**src/rtl/stall_ctrl.sv**
```systemverilog
// Hazard/stall controller: combinational PC/F-D write-enables and D/E bubble, plus a mult/div busy sequencer.
// Hazard outputs have zero latency. The unit is busy for MULT_LAT/DIV_LAT cycles. Optional STALL_PERF_EN adds stall counters.
module stall_ctrl #(
    parameter int REG_W    = 5,
    parameter int MULT_LAT = 4,
    parameter int DIV_LAT  = 32,
    parameter int CNT_W    = 6
) (
    input  logic             ref_clk,
    input  logic             rst_n,
    input  logic [REG_W-1:0] rs_d,
    input  logic [REG_W-1:0] rt_d,
    input  logic             branch_d,
    input  logic             muldiv_d,
    input  logic             is_div_d,
    input  logic             hilo_rd_d,
    input  logic             memread_e,
    input  logic             regwrite_e,
    input  logic [REG_W-1:0] writereg_e,
    input  logic             memread_m,
    input  logic [REG_W-1:0] writereg_m,
    output logic             we_pc,
    output logic             we_fd,
    output logic             flush_de,
    output logic             muldiv_busy,
    output logic             muldiv_done
`ifdef STALL_PERF_EN
    ,
    output logic [31:0]      stall_cycles,
    output logic [31:0]      md_stall_cycles
`endif
);

    typedef enum logic {IDLE, BUSY} state_t;

    state_t           r_state, w_state_nxt;
    logic [CNT_W-1:0] r_count, w_count_nxt;
    logic [CNT_W-1:0] w_lat_m1;
    logic             w_e_hit, w_m_hit;
    logic             w_lu, w_br_e, w_br_m, w_md, w_stall, w_done, w_accept;

    assign w_e_hit = (writereg_e != '0) && ((writereg_e == rs_d) || (writereg_e == rt_d));
    assign w_m_hit = (writereg_m != '0) && ((writereg_m == rs_d) || (writereg_m == rt_d));

    assign w_lu    = memread_e && w_e_hit;
    assign w_br_e  = branch_d && regwrite_e && w_e_hit;
    assign w_br_m  = branch_d && memread_m && w_m_hit;

    assign muldiv_busy = (r_state == BUSY);
    assign w_done      = muldiv_busy && (r_count == '0);
    assign muldiv_done = w_done;

    // The done cycle releases dependants so a waiting HI/LO read or mult/div issues without a bubble.
    assign w_md    = (hilo_rd_d || muldiv_d) && muldiv_busy && !w_done;
    assign w_stall = w_lu || w_br_e || w_br_m || w_md;

    assign we_pc    = !w_stall || !rst_n;
    assign we_fd    = !w_stall || !rst_n;
    assign flush_de = w_stall && rst_n;

    assign w_accept = muldiv_d && !w_stall;
    assign w_lat_m1 = is_div_d ? CNT_W'(DIV_LAT - 1) : CNT_W'(MULT_LAT - 1);

    always_comb begin
        w_state_nxt = r_state;
        w_count_nxt = r_count;
        case (r_state)
            IDLE: begin
                if (w_accept) begin
                    w_state_nxt = BUSY;
                    w_count_nxt = w_lat_m1;
                end
            end
            BUSY: begin
                if (w_done) begin
                    if (w_accept) begin
                        w_state_nxt = BUSY;
                        w_count_nxt = w_lat_m1;
                    end else begin
                        w_state_nxt = IDLE;
                    end
                end else begin
                    w_count_nxt = r_count - CNT_W'(1);
                end
            end
            default: begin
                w_state_nxt = IDLE;
                w_count_nxt = '0;
            end
        endcase
    end

    always_ff @(posedge ref_clk or negedge rst_n) begin
        if (!rst_n) begin
            r_state <= IDLE;
            r_count <= '0;
        end else begin
            r_state <= w_state_nxt;
            r_count <= w_count_nxt;
        end
    end

`ifdef STALL_PERF_EN
    logic [31:0] r_stall_cycles, r_md_stall_cycles;

    always_ff @(posedge ref_clk or negedge rst_n) begin
        if (!rst_n) begin
            r_stall_cycles    <= '0;
            r_md_stall_cycles <= '0;
        end else begin
            if (w_stall) r_stall_cycles    <= r_stall_cycles + 32'd1;
            if (w_md)    r_md_stall_cycles <= r_md_stall_cycles + 32'd1;
        end
    end

    assign stall_cycles    = r_stall_cycles;
    assign md_stall_cycles = r_md_stall_cycles;
`endif

endmodule

```
**config.mk**
```make
export PLATFORM = sky130hd
export DESIGN_NAME = stall_ctrl
export DESIGN_NICKNAME = d
export VERILOG_FILES = /design/src/rtl/stall_ctrl.sv
export SDC_FILE = /design/constraint.sdc
export NUM_CORES = 1
export LEC_CHECK = 0
export CORE_MARGIN = 1.5
export CORE_UTILIZATION = 40
export DETAILED_ROUTE_END_ITERATION = 10
export PLACE_DENSITY = 0.8
export SKIP_LAST_GASP = 1
export SLEW_MARGIN = 20
export SYNTH_ARGS = -nofsm -noshare
export SYNTH_HDL_FRONTEND = slang
export SYNTH_SLANG_ARGS = --single-unit
export TNS_END_PERCENT = 50
```
**constraint.sdc**
```tcl
create_clock -name ref_clk -period 2.7 [get_ports ref_clk]
set_input_delay 0.27 -clock ref_clk [delete_from_list [all_inputs] [get_ports ref_clk]]
set_output_delay 0.27 -clock ref_clk [all_outputs]
set_load 0.1 [all_outputs]
```
==> After elaboration in Yosys (flattened, before gate mapping) <==
Cells that the tools add are included.
W data, S select, Z words.
{ "totals": {"regBits": 7, "latch_bits": 0, "mem_bits_rw": 0, "romBits": 0, "in_bits": 29, "elab_cells": 40, "memories": 0} }
{ "classes": {"n_addsub": 1, "n_mul": 0, "n_div": 0, "magnitude_cmp": 0, "n_eq_ne": 4, "n_shift": 0, "mux": 7, "bitwise": 1, "n_reduce_logical": 25} }
{ "ops": {"columns": ["op", "n"], "rows": [
  ["$eq A5 B5 Y1", 4],
  ["$logic_and A1 B1 Y1", 12],
  ["$mux W6", 2],
  ["$pmux W6 S2", 1],
  ["$reduce_bool A5 Y1", 2],
  ["$logic_or A1 B1 Y1", 7],
  ["$logic_not A6 Y1", 1],
  ["$sub A6 B1 Y6 const B", 1],
  ["$mux W5", 1],
  ["$logic_not A1 Y1", 3],
  ["$mux W1", 2],
  ["$pmux W1 S2", 1],
  ["$not A1 Y1", 1]
]} }

==> Logic depth before layout (Yosys ltp) <==
{ "depth": {"word_depth": 12, "mapped_depth": 8} }

==> Worst setup path after synthesis <==
OpenSTA, ideal clock, no wires.
{ "synth_path": {"kind": "flip-flop to output port", "start": "register r_state, in the netlist muldiv_busy", "end": "output port we_pc", "arrival_time_ns": 2.592, "t_required_ns": 2.430, "path_slack_ns": -0.162, "stages_incl_launch_ff": 6, "path_buffers": 1, "cell_sequence": "dfrtp_1 -> nor2b_1 -> o21ai_0 -> nand2_1 -> nand2_1 -> buf_4"} }
{ "synth_via": {"elab_chain_cells": 6, "word_cells_on_any_way": 7} }
{ "synth_rtl": {"columns": ["element", "line_no", "source"], "rows": [
  ["start: declaration", "36", "state_t r_state, w_state_nxt;"],
  ["start signal: assignment", "98", "r_state <= w_state_nxt;"],
  ["$logic_and A1 B1 Y1", "50", "assign w_done = muldiv_busy && (r_count == '0);"],
  ["$logic_not A1 Y1", "54", "assign w_md = (hilo_rd_d || muldiv_d) && muldiv_busy && !w_done;"],
  ["$logic_and A1 B1 Y1 (*)", "54", null],
  ["$logic_or A1 B1 Y1 (*)", "55", "assign w_stall = w_lu || w_br_e || w_br_m || w_md;"],
  ["$logic_not A1 Y1 (*)", null, null],
  ["$logic_or A1 B1 Y1 (*)", null, null],
  ["end: declaration", "22", "output logic we_pc,"]
]} }
Every way passes the cells marked *; elsewhere a longest branch is shown, timed or not.

==> Worst setup path after layout <==
{ "layout_path": {"start": "input port writereg_m[0]", "end": "output port we_fd"} }
{ "layout_via": {"elab_chain_cells": 8, "word_cells_on_any_way": 10} }
{ "layout_rtl": {"columns": ["element", "line_no", "source"], "rows": [
  ["start: declaration", "21", "input logic [REG_W-1:0] writereg_m,"],
  ["$eq A5 B5 Y1", "43", "assign w_m_hit = (writereg_m != '0) && ((writereg_m == rs_d) || (writereg_m == rt_d));"],
  ["$logic_or A1 B1 Y1", "43", null],
  ["$logic_and A1 B1 Y1 (*)", "43", null],
  ["$logic_and A1 B1 Y1 (*)", "47", "assign w_br_m = branch_d && memread_m && w_m_hit;"],
  ["$logic_or A1 B1 Y1 (*) (2 in a row)", "55", null],
  ["$logic_not A1 Y1 (*)", "58", "assign we_fd = !w_stall || !rst_n;"],
  ["$logic_or A1 B1 Y1 (*)", "58", null],
  ["end: declaration", "23", "output logic we_fd,"]
]} }
Marks and branches as above.

==> results by group <==
Run status
  – Failing checks: DRC
  – Outcome: finished, violations left

Worst setup path
  – Worst r2r dst: r_count[4]
  – WS Path Type: input pin to output pin
  – Register-to-Register Setup Slack: 1120 ps
  – Element type at the critical path end: output pin
  – Beginning of the critical path: writereg_m[0]
  – Slowest Stage Delay on Critical Path: 470 ps
  – Slowest cell on the critical path: clkdlybuf4s50_1
  – CP Data Required Time: 2430 ps
  – Startpoint Class: input pin
  – Worst Path Max Fanout: 3
  – RR Startpoint: r_count[1]
  – Cell mode on critical path: nand2_1
  – Worst Path Arrival: 2160 ps
  – Reg2reg path depth: 7
  – Worst path cell trace: clkdlybuf4s50_1 > or3_1 > o311a_1 > a22oi_2 > nand2_1 > nand2_1 > buf_12

Detailed routing
  – Vias/cell: 5.51
  – Routed Antenna Nets: 0
  – DRT iter0 DRCs: 23
  – Post-Route WL: 1880 um
  – Routed len/inst: 14.2 um
  – Via count: 727
  – DRC viols: 6
  – First-pass detailed-route iteration total: 7

Synthesis
  – Post-Syn Instances: 80
  – Post-Synth Adder-Cell Area: 3.64%
  – #FFs+latches synth: 7
  – Ys async rst share: 100%
  – Post-Syn Nets: 111
  – Compound-Gate Fraction of Synth Area: 21.8%
  – Post-synthesis mux area share: 1.64%
  – Top FF cell, synth: dfrtp_1
  – YS warnings: 0
  – Largest family of logic cells by synthesized area: XOR/XNOR gates
  – EDFF count, synth: 0
  – Post-synthesis xor/xnor area fraction: 25.5%
  – Avg Inst Size Synth: 8.60 um^2
  – Post-synthesis cell type count: 26
  – Simple-Gate Fraction of Synth Area: 19.3%
  – Synthesized cell area: 688 um^2
  – Seq/Total Area, Yosys: 25.5%

Pwr
  – Leakage: 0.418 nW
  – Final Total Pwr: 0.000672 W
  – Cell Pwr Density: 620 nW/um^2
  – Maximum VDD drop: 0.441 mV

Global routing
  – First-pass GRT wire length: 2920 um
  – GRT Util Overall: 19.7%
  – Number of global-route vias before repair: 708
  – Overflow after GRT: 0
  – Largest net degree at the start of global routing: 10
  – Initial antenna violation count: 0

Layout
  – Diode count: 0
  – Final nets: 148
  – Multi-input gate area: 494 um^2
  – Layout Cells excl Fill: 132
  – Reg area: 176 um^2
  – Layout cells sized above 1: 10.3%
  – Filler Cells Inserted: 115
  – P&R area growth vs syn: 57.5%

Worst hold path
  – Worst Hold Class: input pin to asynchronous set/reset pin

STA
  – Tmin final: 2430 ps
  – Final worst slack: 272 ps
  – TNS Setup: 0 ps
  – Final slew viol count: 0
  – Max Clock Freq: 0.412 GHz
  – Final Hold Vio Count: 0
  – RSZ-0062 raised after global routing: no
  – Fin crit share: 89.9%
  – Worst slew pin tran: 401 ps
  – Slew HR: 73.2%
  – Final setup viols: 0
  – Clock Skews: 0.288 ps

CTS
  – TritonCTS buffer count: 3
  – # Post-CTS Setup Buffers: 0
  – CTS H-Tree Depth: 1
  – Max clock buf depth: 2
  – Total clock sinks: 7
  – Worst-skew pair later-pin latency: 240 ps
  – Post-CTS Hold Buffers: 0
  – Reg clk slew, reported paths: 50 ps
  – Post-CTS sizing: 0
  – CTS tree: built
  – Root Buffer: clkbuf_4

Floorplan
  – Die Height: 44.5 um
  – Row cnt: 14
  – Core Region: 1560 um^2
  – Die X: 44.5 um
  – Starting Density: 44.1%
  – DIE AREA: 1980 um^2
  – I/O pin count: 34

Place
  – Post-DP HPWL: 1480 um
  – Inst Count DP: 128
  – Post-place setup slack: 269 ps
  – Port bufs: 33
  – Routability Congestion: 0.986

Run
  – Max-cap viol count: 0
[how the worst max path moves through the flow]
stage / to / slack (ps)
6_report: we_fd / 270
5_1_grt: we_fd / 170
4_1_cts: we_fd / 270
3_5_place_dp: we_fd / 270
3_3_place_gp: we_pc / 320
2_1_floorplan: we_pc / 130
[Yosys cell counts (all sizes together), types with 2 or more instances]
| cell | n | area [um^2] |
|---|---|---|
| o22ai | 2 | 12.5 |
| nand3 | 5 | 25.0 |
| and2 | 2 | 12.5 |
| xnor2 | 20 | 175 |
| nor3 | 5 | 25.0 |
| o211a | 3 | 30.0 |
| a21oi | 2 | 10.0 |
| nor2 | 5 | 18.8 |
| nand2 | 7 | 26.3 |
| ha | 2 | 25.0 |
| inv | 3 | 11.3 |
| a31oi | 3 | 18.8 |
| dfrtp | 7 | 175 |
| o21ai | 2 | 10.0 |
[kinds of logic (layout without fill, tap and decap cells)]
family | after synthesis | after routing
AO/OA/AOI/OAI | 18 | 18
XOR/XNOR | 20 | 20
adder cells (fa/ha/maj) | 2 | 2
buffers and inverters | 4 | 40
flip-flops | 7 | 7
multiplexers | 1 | 1
AND/OR/NAND/NOR | 28 | 28
[area by class of cell]
cell class              count  share of cell area [%]
repair buffers             33                    32.8
inverters                   3                    1.04
well taps                  16                    1.85
flip-flops and latches      7                    16.3
clock buffers               4                    2.42
multi-input cells          69                    45.6
[report_power, final]
part / internal (W) / switching [W]
Sequential: 0.000153 / 0.0000506
Clock: 0.0000563 / 0.0000372
Combinational: 0.000184 / 0.000191
[state kept, by name, indices dropped and copies added (netlist names)]
| name | count |
|---|---|
| muldiv_busy | 1 |
| r_count | 6 |
[per-layer routing]
metal	track usage [%]	up-vias	wire length, um
met5	0	-	0
met4	3.64	0	0
met3	2.86	0	173
met2	37.7	36	955
met1	22.9	333	746
li1	-	358	-
[placed cells by master, fill, tap and decap left out, types with 2 or more instances in the layout]
master           Yosys  routed
clkdlybuf4s50_1      0      28
xnor2_1             20      20
nand2_1              7       7
dfrtp_1              7       6
nor2_1               5       5
nand3_1              5       5
nor3_1               5       5
o211a_1              3       3
a31oi_1              3       3
inv_1                3       3
clkbuf_4             0       3
buf_12               0       3
and2_1               2       2
o22ai_1              2       2
a21oi_1              2       2
o21ai_0              2       2
ha_1                 2       2
buf_4                1       2
[per-stage QoR]
stage	util (%)	cell area, um^2	hold WS, ps
floorplan	-	689	-25.6
global placement	67.8	1060	547
detailed placement	67.8	1060	542
CTS	69.5	1080	318
global route	69.5	1080	353
finish	69.5	1080	318
[critical path, delay by kind of cell]
family,cells,cell delay (ps)
buffers and inverters,2,670
AND/OR/NAND/NOR,3,670
AO/OA/AOI/OAI,2,540
Power figures use the tool's default switching activity.
